### config.mk
export PLATFORM = sky130hd
export DESIGN_NAME = bool_eqn_eval_flat
export DESIGN_NICKNAME = d
export VERILOG_FILES = /design/src/rtl/bool_eqn_eval_pkg.sv /design/src/rtl/bool_eqn_eval_if.sv /design/src/rtl/bool_eqn_eval_lut.sv /design/src/rtl/bool_eqn_eval.sv /design/src/flat_wrapper.sv
export SDC_FILE = /design/constraint.sdc
export NUM_CORES = 1
export LEC_CHECK = 0
export ABC_AREA = 0
export BUFFER_PORTS_ARGS = -buffer_cell sky130_fd_sc_hd__buf_2
export CORE_UTILIZATION = 38
export CTS_BUF_LIST = sky130_fd_sc_hd__clkbuf_16
export DETAILED_ROUTE_END_ITERATION = 7
export GPL_TIMING_DRIVEN = 0
export PLACE_DENSITY = 0.72
export SLEW_MARGIN = 20
export SYNTH_ARGS = -nofsm -noshare
export SYNTH_HDL_FRONTEND = slang
export SYNTH_SLANG_ARGS = --single-unit
### constraint.sdc
create_clock -name clk -period 1.22 [get_ports clk]
set_input_delay 0 -clock clk [delete_from_list [all_inputs] [get_ports clk]]
set_output_delay 0 -clock clk [all_outputs]
set_load 0.02 [all_outputs]
### src/rtl/bool_eqn_eval_pkg.sv
// ---------------------------------------------------------------------------
// bool_eqn_pkg
// Shared widths, the reset truth table and small helper functions for the
// 4-input boolean equation evaluator.
//   TT_W        : truth-table width (one bit per input combination)
//   IDX_W       : table index width ({a,b,c,d})
//   DEFAULT_TT  : table loaded at reset, encodes (a&b)|(~c&d)
//   tt_index()  : packs the four equation inputs into a table index
//   ref_eqn()   : the default equation written out directly
// ---------------------------------------------------------------------------
package bool_eqn_pkg;

   localparam int TT_W  = 16;
   localparam int IDX_W = 4;

   localparam logic [TT_W-1:0] DEFAULT_TT = 16'hF222;

   // a is the most significant index bit, d the least significant.
   function automatic logic [IDX_W-1:0] tt_index(input logic a, input logic b,
                                                 input logic c, input logic d);
      return {a, b, c, d};
   endfunction

   function automatic logic ref_eqn(input logic a, input logic b,
                                    input logic c, input logic d);
      return (a & b) | (~c & d);
   endfunction

endpackage

### src/rtl/bool_eqn_eval_if.sv
// ---------------------------------------------------------------------------
// bool_eqn_eval_if
// Bundles the equation inputs, the table write port and the two outputs of
// bool_eqn_eval. Clock and reset stay outside the interface.
//   a,b,c,d   : equation inputs (a = index MSB)
//   tt_we     : truth-table write enable
//   tt_wdata  : new truth table
//   tt_rdata  : current truth-table contents
//   z         : registered function result
// Modports: master drives inputs and observes outputs, slave is the block.
// ---------------------------------------------------------------------------
interface bool_eqn_eval_if;
   import bool_eqn_pkg::*;

   logic            a;
   logic            b;
   logic            c;
   logic            d;
   logic            tt_we;
   logic [TT_W-1:0] tt_wdata;
   logic [TT_W-1:0] tt_rdata;
   logic            z;

   modport master (
      output a, b, c, d, tt_we, tt_wdata,
      input  tt_rdata, z
   );

   modport slave (
      input  a, b, c, d, tt_we, tt_wdata,
      output tt_rdata, z
   );

endinterface

### src/rtl/bool_eqn_eval_lut.sv
// ---------------------------------------------------------------------------
// bool_eqn_lut
// Pure-combinational 16:1 mux: picks the truth-table bit addressed by idx.
//   tt  : truth table, bit i is the function value for index i
//   idx : {a,b,c,d}
//   f   : selected function bit
// ---------------------------------------------------------------------------
module bool_eqn_lut
   import bool_eqn_pkg::*;
(
   input  logic [TT_W-1:0]  tt,
   input  logic [IDX_W-1:0] idx,
   output logic             f
);

   assign f = tt[idx];

endmodule

### src/rtl/bool_eqn_eval.sv
// ---------------------------------------------------------------------------
// bool_eqn_eval
// Registered 4-input boolean function evaluator, z = f(a,b,c,d), where f is
// held in a reloadable 16-entry truth table.
//   clk  : rising-edge clock
//   rst  : synchronous active-high reset (restores DEFAULT_TT, clears z)
//   bus  : bool_eqn_eval_if slave (inputs a..d, table write port, tt_rdata, z)
// z has exactly one cycle of latency. A table write and an evaluation in the
// same cycle use the old table; the new table applies from the next edge.
// ---------------------------------------------------------------------------
module bool_eqn_eval
   import bool_eqn_pkg::*;
#(
   parameter logic [TT_W-1:0] DEFAULT_TT = bool_eqn_pkg::DEFAULT_TT
)
(
   input  logic               clk,
   input  logic               rst,
   bool_eqn_eval_if.slave     bus
);

   logic [TT_W-1:0]  tt_q;
   logic [TT_W-1:0]  tt_d;
   logic             z_q;
   logic             z_d;
   logic [IDX_W-1:0] idx;
   logic             lut_f;

   assign idx = tt_index(bus.a, bus.b, bus.c, bus.d);

   // Lookup always reads the registered table, so a write in this cycle
   // cannot affect this cycle's result.
   bool_eqn_lut u_lut (
      .tt  (tt_q),
      .idx (idx),
      .f   (lut_f)
   );

   always_comb begin
      tt_d = tt_q;
      if (bus.tt_we) begin
         tt_d = bus.tt_wdata;
      end
      z_d = lut_f;
   end

   // Reset takes priority over any table write in the same cycle.
   always_ff @(posedge clk) begin
      if (rst) begin
         tt_q <= DEFAULT_TT;
         z_q  <= 1'b0;
      end else begin
         tt_q <= tt_d;
         z_q  <= z_d;
      end
   end

   assign bus.tt_rdata = tt_q;
   assign bus.z        = z_q;

endmodule

### src/flat_wrapper.sv
// flat-port wrapper written by rule: the top's interface ports become plain ports
module bool_eqn_eval_flat import bool_eqn_pkg::*;
#(
   parameter logic [TT_W-1:0] DEFAULT_TT = bool_eqn_pkg::DEFAULT_TT
)
  (clk, rst, bus_a, bus_b, bus_c, bus_d, bus_tt_we, bus_tt_wdata, bus_tt_rdata, bus_z);
  bool_eqn_eval_if bus_i ();
  input  logic clk;
  input  logic rst;
  input wire logic [$bits(bus_i.a)-1:0] bus_a;
  input wire logic [$bits(bus_i.b)-1:0] bus_b;
  input wire logic [$bits(bus_i.c)-1:0] bus_c;
  input wire logic [$bits(bus_i.d)-1:0] bus_d;
  input wire logic [$bits(bus_i.tt_we)-1:0] bus_tt_we;
  input wire logic [$bits(bus_i.tt_wdata)-1:0] bus_tt_wdata;
  output wire logic [$bits(bus_i.tt_rdata)-1:0] bus_tt_rdata;
  output wire logic [$bits(bus_i.z)-1:0] bus_z;
  assign bus_i.a = bus_a;
  assign bus_i.b = bus_b;
  assign bus_i.c = bus_c;
  assign bus_i.d = bus_d;
  assign bus_i.tt_we = bus_tt_we;
  assign bus_i.tt_wdata = bus_tt_wdata;
  assign bus_tt_rdata = bus_i.tt_rdata;
  assign bus_z = bus_i.z;
  bool_eqn_eval #(.DEFAULT_TT(DEFAULT_TT)) u_core (.clk(clk), .rst(rst), .bus(bus_i));
endmodule
======== After elaboration in Yosys (flattened, before gate mapping) ========
Index checks and enable logic that the tools add are counted.
storage, ports and cells
  input bits .............................. 23
  output and inout port bits .............. 17
  register bits after elaboration ......... 17
  word-level logic and storage cells ...... 5
cells by class
  multiplexer cells ....................... 2
  order comparisons ....................... 1
operator list
  operator                                            number
  < comparator 4 x 5 -> 1 bit, second input constant  1
  binary-select mux 1 bit (select 4 bit)              1
  2-to-1 mux 1 bit                                    1

======== Logic depth before layout (Yosys ltp) ========
Gate-level depths: netlist of run 1.
  word-level depth ........................ 2
  mapped depth ............................ 5
  depth with buffers taken out ............ 4

======== Cells and area by module ========
From an unflattened synthesis of run 1, not the netlist that was laid out.
unflattened totals
  cell total of the unflattened synthesis .. 61
  area total of the unflattened synthesis .. 763.2 sq um
by module, submodules not included
  module         cells each  seq. area each (sq um)  instances  area an instance (sq um)
  bool_eqn_eval  54          340.3                   1          628.1
  bool_eqn_lut   7           0.0                     1          135.1

======== Worst setup path before layout of run 1 ========
Ideal clock, no wire load.
  path kind ............................... register to register
  start ................................... register u_core.tt_q[5] (netlist: u_core.bus.tt_rdata[5])
  end ..................................... register u_core.z_q (netlist: u_core.bus.z)
  period minus slack after synthesis ...... 1.279 ns
  required time ........................... 1.089 ns
  arrival time ............................ 1.148 ns
  stages on the path, launching flop included .. 5
  buffers on the path ..................... 0
  path slack .............................. -0.059 ns
  setup time .............................. 0.131 ns
  cell sequence ........................... dfxtp_1 > mux4_2 > o22ai_1 > a311o_1 > a21oi_2
on the way
  longest elaborated chain between the ends .. 2
RTL lines
  what                                    RTL line                 RTL
  start: declaration                      bool_eqn_eval.sv:22      logic [TT_W-1:0] tt_q;
  start signal: assignment                bool_eqn_eval.sv:53      tt_q <= tt_d;
  binary-select mux 1 bit (select 4 bit)  bool_eqn_eval_lut.sv:16  assign f = tt[idx];
  2-to-1 mux 1 bit (not written as such)  bool_eqn_eval_lut.sv:16
  end signal: assignment                  bool_eqn_eval.sv:54      z_q <= z_d;
  end: declaration                        bool_eqn_eval.sv:24      logic z_q;
No other way between the ends. The select of a mux whose other input is x is not followed.
A chain may end at the register's enable or synchronous reset.

======== Final worst setup path of run 1 ========
Ends and elaborated chain as after synthesis.

==> metrics, run 1 <==
CTS tree=yes; Tcrit/Tclk final=103.4%; initial antenna violation count=0; Max stage delay on crit path=roughly 470 ps; Avg WL per Cell=12.84 um; Sw Pwr=0.3695 mW; post-route ant nets=0; sw frac=a little under a quarter; Fmax=792.4 MHz; Via Count=roughly 720; count of cell types in the netlist=19; post-synth top area share=45.56%; core area=1783 um^2; DRC=0; Area contributors post-synth=dfxtp_1 46%, mux2i_1 15%, a211o_1 8.2%; clock latency on the worst-skew pair=roughly 240 ps; worst-margin pin slew=~500 ps; crit path buf inv count=0; sequential cell area=around 360 um^2; failing checks=setup timing; vias per inst=between 4 and 5; Slew Limit Fails=0; Initial Utilization=41.89%; Cells after DPL=roughly 130; gpl congestion=between 0.7 and 0.8; hpwl dp=~1300 um; Die Width=between 40 and 50 um; Hold Vio Cnt, Final=0; Layout Nets=about 150; crit-path leading delay family=multiplexers; number of port buffers=37; clock network fraction of design power=about two fifths; Data required, critical path=1330 ps; crit path max fanout=3; Gate Count Post-Synth=69; clk_skew=1.829 ps; Worst Path Arrival=1380 ps; sequential share of the synthesized area=a little under half; Finished Core Util=about 67%; Worst setup EP type=flop; Setup violations, final=1; Internal Pwr Total=1.183 mW; CTS root buf=clkbuf_16; outcome=complete, but fails checks; # IOs=40; Worst-path clk slew=around 50 ps; power per standard cell area=~1300 nW/um^2; slew margin rel.=roughly two thirds; combinational group share of total power=between 10% and 20%; drt first pass iters=4; Pleak=0.5694 nW; minimum clock period=around 1300 ps; layout cell share with drive strength beyond 1=approximately 51%; maxcap violations=0; die area=approximately 2100 um^2; sequential power share=between 30% and 40%; H-tree depth=1; Yosys top cell by area=dfxtp_1; initial DRC count=2; post-route worst setup slack=-42.05 ps; Hold Crit Class=input port to flop; Placement Rows=15; n_diodes=0; maximum vdd drop=835.7 uV; crit start category=flop; Finished Layout Cells=around 150; CP max stage cell=mux4_2; CTS Buf Count=3; gr usage total=19.45%; Layout area overhead=60.30%; Fillers=146; RSZ-0062 raised after global routing=yes; Die Y=between 40 and 50 um; Congestion Overflow GR=0; first-pass GRT wire length=between 2000 and 3000 um; Syn Area/Cell=~11 um^2; vias in the first global route=between 700 and 800; clk sink count=17; number of synthesis warnings=0; largest net degree at the start of global routing=11; Clock Path Buffers=2; Setup CP Type=flop to flop; Routed WL=~1900 um; R2R Setup Slk=-40 ps; Mapped Nets=92; critical-path cell list=mux4_2 > o22ai_2 > a311o_1 > a21oi_2; area of the multi-input gates=390.4 um^2; synthesized area=~750 um^2; flops & latches, synth=17
==> placed cells by master, fill, tap and decap left out <==
cell / count
mux2i_1: 11
mux2_2: 2
a311o_1: 1
buf_6: 1
nor2b_1: 7
clkinv_2: 1
o22ai_2: 1
inv_1: 1
or3_1: 1
nand2_1: 2
a211o_1: 7
mux4_2: 2
o2111ai_2: 1
dlygate4sd3_1: 12
dfxtp_1: 7
dfxtp_4: 2
nor2_1: 9
a21oi_2: 1
clkbuf_1: 2
nand2b_4: 1
buf_2: 39
dfxtp_2: 8
clkbuf_16: 3
==> synthesized netlist by cell type <==
master / count
nor2_1: 9
mux4_1: 1
buf_2: 2
nor2b_1: 7
mux2i_1: 11
a211o_1: 7
or3_1: 1
a21oi_2: 1
o2111ai_1: 1
inv_1: 1
mux2_2: 2
dfxtp_1: 17
mux4_2: 1
a311o_1: 1
buf_6: 1
nand2b_1: 1
clkbuf_1: 2
nand2_1: 2
o22ai_1: 1
==> path summary, 6_finish.rpt <==
| path | start | endpoint | cells past startpoint |
|---|---|---|---|
| worst max-delay path | u_core.bus.tt_rdata[5] | u_core.bus.z | 4 |
| worst min-delay path | bus_tt_wdata[4] | u_core.bus.tt_rdata[4] | 3 |
| worst max register to register | u_core.bus.tt_rdata[5] | u_core.bus.z | 4 |
| worst min register to register | u_core.bus.tt_rdata[0] | u_core.bus.tt_rdata[0] | 2 |
==> flip-flops by register name, indices dropped and copies added, names as in the netlist <==
name                 cells
u_core.bus.tt_rdata     16
u_core.bus.z             1
==> logic make-up after synthesis <==
group,share of synthesized area [%]
compound gates,12.73
flops,45.56
buf+inv,4.355
mux,24.29
simple gates,13.07
==> cell type report <==
class,count,share of cell area [%]
clock inverter,1,0.4180
inverter,1,0.3135
multi-input combinational,46,32.60
timing repair buffer,49,25.50
tap,25,2.612
clock buffer,3,6.270
buffer,5,2.403
sequential,17,29.89
==> timing repair <==
| action | CTS | global route |
|---|---|---|
| setup endpoints to repair | 1 | 1 |
| resized for setup | 1 | 0 |
| hold buffers | 12 | 0 |
| buffers inserted | 0 | 0 |
| cloned | 0 | 0 |
| hold endpoints to repair | 12 | 0 |
| pin swaps | 1 | 0 |
==> metal layers <==
metal | vias to the layer above | track usage [%] | wire (um)
met1 | 332 | 24.15 | 887
met2 | 33 | 33.06 | 900
met4 | 0 | 7.059 | 14
li1 | 352 | - | -
met5 | - | 0 | 0
met3 | 4 | 3.529 | 84
==> per-stage QoR <==
step	setup TNS (ps)	setup slack, ps	instance area [um^2]	total power, mW	hold slack [ps]
finish	-42.05	-42.05	1197	1.552	0.2085
global route	-80.16	-80.16	1197	1.620	16.50
CTS	-52.83	-52.83	1197	1.570	5.825
detailed placement	-4.815	-4.815	991.0	0.8854	213.4
global placement	-6.635	-6.635	991.0	0.8785	204.9
floorplan	0	0.6924	774.5	0.7908	117.9
==> worst register-to-register path, stage by stage (launching register included) <==
cell and delay (ps):
dfxtp_4 340, mux4_2 470, o22ai_2 110, a311o_1 160, a21oi_2 50
==> power groups by stage <==
stage | combinational [mW] | clock [mW] | sequential, mW
floorplan | 0.117 | 0 | 0.673
global placement | 0.251 | 0 | 0.628
detailed placement | 0.256 | 0 | 0.629
CTS | 0.292 | 0.660 | 0.618
global route | 0.316 | 0.682 | 0.622
finish | 0.291 | 0.641 | 0.619
(Power assumes the default switching activity.)
==> run 2, diff against run 1 <==
--- a/config.mk
+++ b/config.mk
@@ -7,7 +7,7 @@
 export LEC_CHECK = 0
 export ABC_AREA = 0
+export ABC_CLOCK_PERIOD_IN_PS = 1220
 export BUFFER_PORTS_ARGS = -buffer_cell sky130_fd_sc_hd__buf_2
 export CORE_UTILIZATION = 38
-export CTS_BUF_LIST = sky130_fd_sc_hd__clkbuf_16
 export DETAILED_ROUTE_END_ITERATION = 7
 export GPL_TIMING_DRIVEN = 0
==> constraint.sdc (replaced) <==
create_clock -name clk -period 1.22 [get_ports clk]
set_input_delay 0.244 -clock clk [delete_from_list [all_inputs] [get_ports clk]]
set_output_delay 0.244 -clock clk [all_outputs]
set_load 0.02 [all_outputs]
==> metrics, run 2 (synthesized netlist as in run 1, its figures left out) <==
Worst-path clk slew=100 ps (was 50 ps); gpl congestion=0.7799 (was 0.7816); M2 GR Usage=26.67% (was 33.06%); sequential cell area=342.8 um^2 (was 357.8 um^2); minimum clock period=1242 ps (was 1262 ps); clock latency on the worst-skew pair=280 ps (was 240 ps); Clock Path Buffers=2 (unchanged); area of the multi-input gates=390.4 um^2 (unchanged); RSZ-0062 raised after global routing=yes (unchanged); die area=2147 um^2 (unchanged); Layout Nets=134 (was 146); Die Y=46.34 um (unchanged); crit-path leading delay family=multiplexers (unchanged); busiest grt layer=met2 (unchanged); Setup CP Type=flop to flop (unchanged); Worst Path Arrival=1410 ps (was 1380 ps); Die Width=46.34 um (unchanged); CTS tree=yes (unchanged); Fillers=174 (was 146); slew margin rel.=68.59% (was 66.61%); post-route ant nets=0 (unchanged); GRT met3 Usage=3.529% (unchanged); crit path buf inv count=0 (unchanged); layout cell share with drive strength beyond 1=49.09% (was 50.82%); power per standard cell area=1155 nW/um^2 (was 1296 nW/um^2); Hold Vio Cnt, Final=0 (unchanged); CTS Buf Count=3 (unchanged); Initial Utilization=41.89% (unchanged); clk sink count=17 (unchanged); outcome=complete, but fails checks (unchanged); Tcrit/Tclk final=101.8% (was 103.4%); Placement Rows=15 (unchanged); postcts setup bufs=0 (unchanged); Routed WL=1663 um (was 1887 um); # IOs=40 (unchanged); number of port buffers=37 (unchanged); maximum vdd drop=723.4 uV (was 835.7 uV); Fmax=805.2 MHz (was 792.4 MHz); Slew Limit Fails=0 (unchanged); initial DRC count=12 (was 2); largest net degree at the start of global routing=11 (unchanged); post-route worst setup slack=-21.89 ps (was -42.05 ps); first-pass GRT wire length=2477 um (was 2925 um); CP max stage cell=mux4_2 (unchanged); Hold Crit Class=input port to flop (unchanged); final hold slack=156.1 ps (was 0.2085 ps); maxcap violations=0 (unchanged); critical-path cell list=mux4_2 > o22ai_2 > a311o_1 > a21oi_2 (unchanged); Avg WL per Cell=12.32 um (was 12.84 um); max reg flops=16 (unchanged); Placement Cell Area=974.7 um^2 (was 991.0 um^2); vias per inst=4.800 (was 4.905); final instance area=1010 um^2 (was 1197 um^2); failing checks=setup timing (unchanged); crit start category=flop (unchanged); CTS root buf=clkbuf_4 (was clkbuf_16); commonest non-fill, non-tap cell in the layout=buf_2 (unchanged); crit path max fanout=3 (unchanged); DRC=0 (unchanged); GR Layer Usage met1=21.05% (was 24.15%); Place WS=-164.5 ps (was -4.815 ps); overall power=1.166 mW (was 1.552 mW); Pleak=0.4957 nW (was 0.5694 nW); clk_skew=4.307 ps (was 1.829 ps); Finished Layout Cells=135 (was 147); Data required, critical path=1390 ps (was 1330 ps); Congestion Overflow GR=0 (unchanged); Layout area overhead=35.18% (was 60.30%); drt first pass iters=4 (unchanged); Via Count=648 (was 721); worst-margin pin slew=471.1 ps (was 500.9 ps); Setup violations, final=1 (unchanged); n_diodes=0 (unchanged); gr usage total=16.32% (was 19.45%); H-tree depth=1 (unchanged); Max stage delay on crit path=480 ps (was 470 ps); most frequent cells in the layout=39 x buf_2, 15 x dfxtp_1, 11 x mux2i_1 (was 39 x buf_2, 12 x dlygate4sd3_1, 11 x mux2i_1); Cells after DPL=131 (unchanged); hpwl dp=1279 um (was 1259 um); initial antenna violation count=0 (unchanged); core area=1783 um^2 (unchanged); Worst setup EP type=flop (unchanged); vias in the first global route=579 (was 704); setup_tns=-21.89 ps (was -42.05 ps); Finished Core Util=56.63% (was 67.16%)
-- run 2: cell count changes in the layout (fill, tap and decap cells not counted) --
| cell | before | now |
|---|---|---|
| clkbuf_4 | 0 | 3 |
| dfxtp_4 | 2 | 0 |
| dfxtp_2 | 8 | 2 |
| dfxtp_1 | 7 | 15 |
| dlygate4sd3_1 | 12 | 0 |
| clkbuf_16 | 3 | 0 |
-- run 2: final timing paths --
| check | slack (ps) | startpoint | endpoint | depth (start not counted) |
|---|---|---|---|---|
| worst max-delay path | -20 | u_core.bus.tt_rdata[5] | u_core.bus.z | 4 |
| worst min-delay path | 160 | bus_tt_wdata[14] | u_core.bus.tt_rdata[14] | 2 |
| worst max register to register | -20 | u_core.bus.tt_rdata[5] | u_core.bus.z | 4 |
| worst min register to register | 520 | u_core.bus.tt_rdata[7] | u_core.bus.tt_rdata[7] | 2 |
-- run 2: power breakdown --
group / leakage (nW) / total, mW / switching, mW / internal [mW]
Clock: 0.0177 / 0.293 / 0.171 / 0.122
Combinational: 0.337 / 0.258 / 0.135 / 0.124
Sequential: 0.141 / 0.615 / 0.0224 / 0.593
-- run 2: cell type report --
class                      count  area share, %
sequential                    17          33.95
tap                           25          3.098
clock inverter                 1         0.4957
timing repair buffer          37          18.34
inverter                       1         0.3717
clock buffer                   3          2.230
multi-input combinational     46          38.66
buffer                         5          2.850
-- run 2: per-layer routing --
layer / vias to the layer above / routed length [um]
met4: 0 / 0
met3: 0 / 88
met2: 30 / 778
li1: 327 / -
met1: 291 / 795
met5: - / 0
-- run 2: what timing repair did --
action,in CTS,in global routing
endpoints found under the setup margin,1,1
resized for setup,1,1
pin swaps,0,1
hold endpoints to repair,0,0
hold buffers,0,0
==> run 3, diff against run 2 <==
CORE_ASPECT_RATIO = 1.2   (was default)
PLACE_DENSITY = 0.79   (was 0.72)
==> metrics, run 3 (synthesized netlist as in run 1, its figures left out) <==
Worst-path clk slew=100 ps (about the same); Worst Path Arrival=1410 ps (about the same); Layout Nets=135 (was 134); Worst setup EP type=flop (unchanged); first-pass GRT wire length=2718 um (was 2477 um); Avg WL per Cell=12.25 um (was 12.32 um); Pleak=0.5010 nW (was 0.4957 nW); Hold Vio Cnt, Final=0 (unchanged); Layout area overhead=35.18% (unchanged); post-route worst setup slack=-30.19 ps (was -21.89 ps); n_diodes=0 (unchanged); clk_skew=3.884 ps (was 4.307 ps); most frequent cells in the layout=39 x buf_2, 15 x dfxtp_1, 11 x mux2i_1 (unchanged); core area=1851 um^2 (was 1783 um^2); final hold slack=154.2 ps (was 156.1 ps); number of port buffers=37 (unchanged); Hold Crit Class=input port to flop (unchanged); largest net degree at the start of global routing=11 (unchanged); Fillers=175 (was 174); outcome=complete, but fails checks (unchanged); CTS Buf Count=3 (unchanged); sequential cell area=342.8 um^2 (unchanged); DRC=0 (unchanged); Data required, critical path=1380 ps (was 1390 ps); commonest non-fill, non-tap cell in the layout=buf_2 (unchanged); CTS root buf=clkbuf_4 (unchanged); post-route ant nets=0 (unchanged); clock latency on the worst-skew pair=280 ps (about the same); # hold bufs at CTS=0 (unchanged); slew margin rel.=68.67% (was 68.59%); hpwl dp=1220 um (was 1279 um); vias in the first global route=645 (was 579); worst-margin pin slew=470.0 ps (was 471.1 ps); Congestion Overflow GR=0 (unchanged); die area=2148 um^2 (was 2147 um^2); vias per inst=5.262 (was 4.800); Setup CP Type=flop to flop (unchanged); RSZ-0062 raised after global routing=yes (unchanged); CTS tree=yes (unchanged); failing checks=setup timing (unchanged); crit path max fanout=3 (unchanged); maxcap violations=0 (unchanged); Clock Path Buffers=2 (unchanged); power per standard cell area=1154 nW/um^2 (was 1155 nW/um^2); minimum clock period=1250 ps (was 1242 ps); final instance area=1010 um^2 (unchanged); gr usage total=16.36% (was 16.32%); # IOs=40 (unchanged); initial antenna violation count=0 (unchanged); Setup violations, final=1 (unchanged); Die Y=50.57 um (was 46.34 um); Placement Cell Area=967.2 um^2 (was 974.7 um^2); clk sink count=17 (unchanged); gpl congestion=0.7125 (was 0.7799); Initial Utilization=40.37% (was 41.89%); Fmax=799.9 MHz (was 805.2 MHz); Routed WL=1592 um (was 1663 um); layout cell share with drive strength beyond 1=49.55% (was 49.09%); max reg flops=16 (unchanged); initial DRC count=4 (was 12); Tcrit/Tclk final=102.5% (was 101.8%); Die Width=42.48 um (was 46.34 um); H-tree depth=1 (unchanged); Via Count=684 (was 648); Slew Limit Fails=0 (unchanged); maximum vdd drop=781.7 uV (was 723.4 uV); Placement Rows=17 (was 15); area of the multi-input gates=390.4 um^2 (unchanged); drt first pass iters=3 (was 4); crit start category=flop (unchanged)
==> run 3: cell types whose count changed in the layout (fill, tap and decap cells not counted), sizes merged <==
cell | previous run | this run
buf | 40 | 41
==> run 3: power breakdown <==
part | internal, mW | switching (mW)
registers | 0.593 | 0.0225
clock network | 0.121 | 0.169
logic | 0.126 | 0.134
total | 0.840 | 0.325
==> run 3: layout make-up <==
type / instances / share of cell area [%]
Buffer: 5 / 2.850
Clock buffer: 3 / 2.230
Clock inverter: 1 / 0.4957
Inverter: 1 / 0.3717
Multi-Input combinational cell: 46 / 38.66
Sequential cell: 17 / 33.95
Tap cell: 19 / 2.354
Timing Repair Buffer: 38 / 19.08
==> run 3: timing repair <==
action	4_1_cts	5_1_grt
pin swaps	0	1
gates resized for setup	0	2
endpoints found under the setup margin	1	1
endpoints found under the hold margin	0	0
gates cloned	0	0
setup buffers	0	1
==> run 3: critical path, stage by stage, from the launching register on <==
cell     delay [ps]
dfxtp_2         340
mux4_2          470
o22ai_2         100
a311o_1         150
a21oi_2          50
==> run 3: worst paths after layout <==
path | from | to | slack, ps | depth (start not counted)
setup / recovery | u_core.bus.tt_rdata[5] | u_core.bus.z | -30 | 4
hold / removal | bus_tt_wdata[14] | u_core.bus.tt_rdata[14] | 150 | 2
setup reg to reg | u_core.bus.tt_rdata[5] | u_core.bus.z | -30 | 4
hold reg to reg | u_core.bus.tt_rdata[7] | u_core.bus.tt_rdata[7] | 520 | 2
==> run 3: metal layers <==
layer  GRT usage [%]  vias to the layer above  share of wire, %
met5               0                        -                 0
met4           7.813                        0               1.8
li1                -                      334                 -
met2           26.41                       26                48
met3           2.878                        4               5.3
met1           20.89                      320                45
==> run 3: stage by stage <==
stage | util, % | cells | total power, mW | setup TNS, ps | worst slack (ps)
2_1_floorplan | - | 69 | 0.7886 | -43.31 | -43.31
3_3_place_gp | 52.26 | 125 | 0.8765 | -567.7 | -123.6
3_5_place_dp | 52.26 | 125 | 0.8826 | -634.6 | -142.8
4_1_cts | 53.75 | 129 | 1.167 | -16.52 | -16.52
5_1_grt | 54.56 | 130 | 1.228 | -61.20 | -61.20
6_report | 54.56 | 130 | 1.165 | -30.19 | -30.19
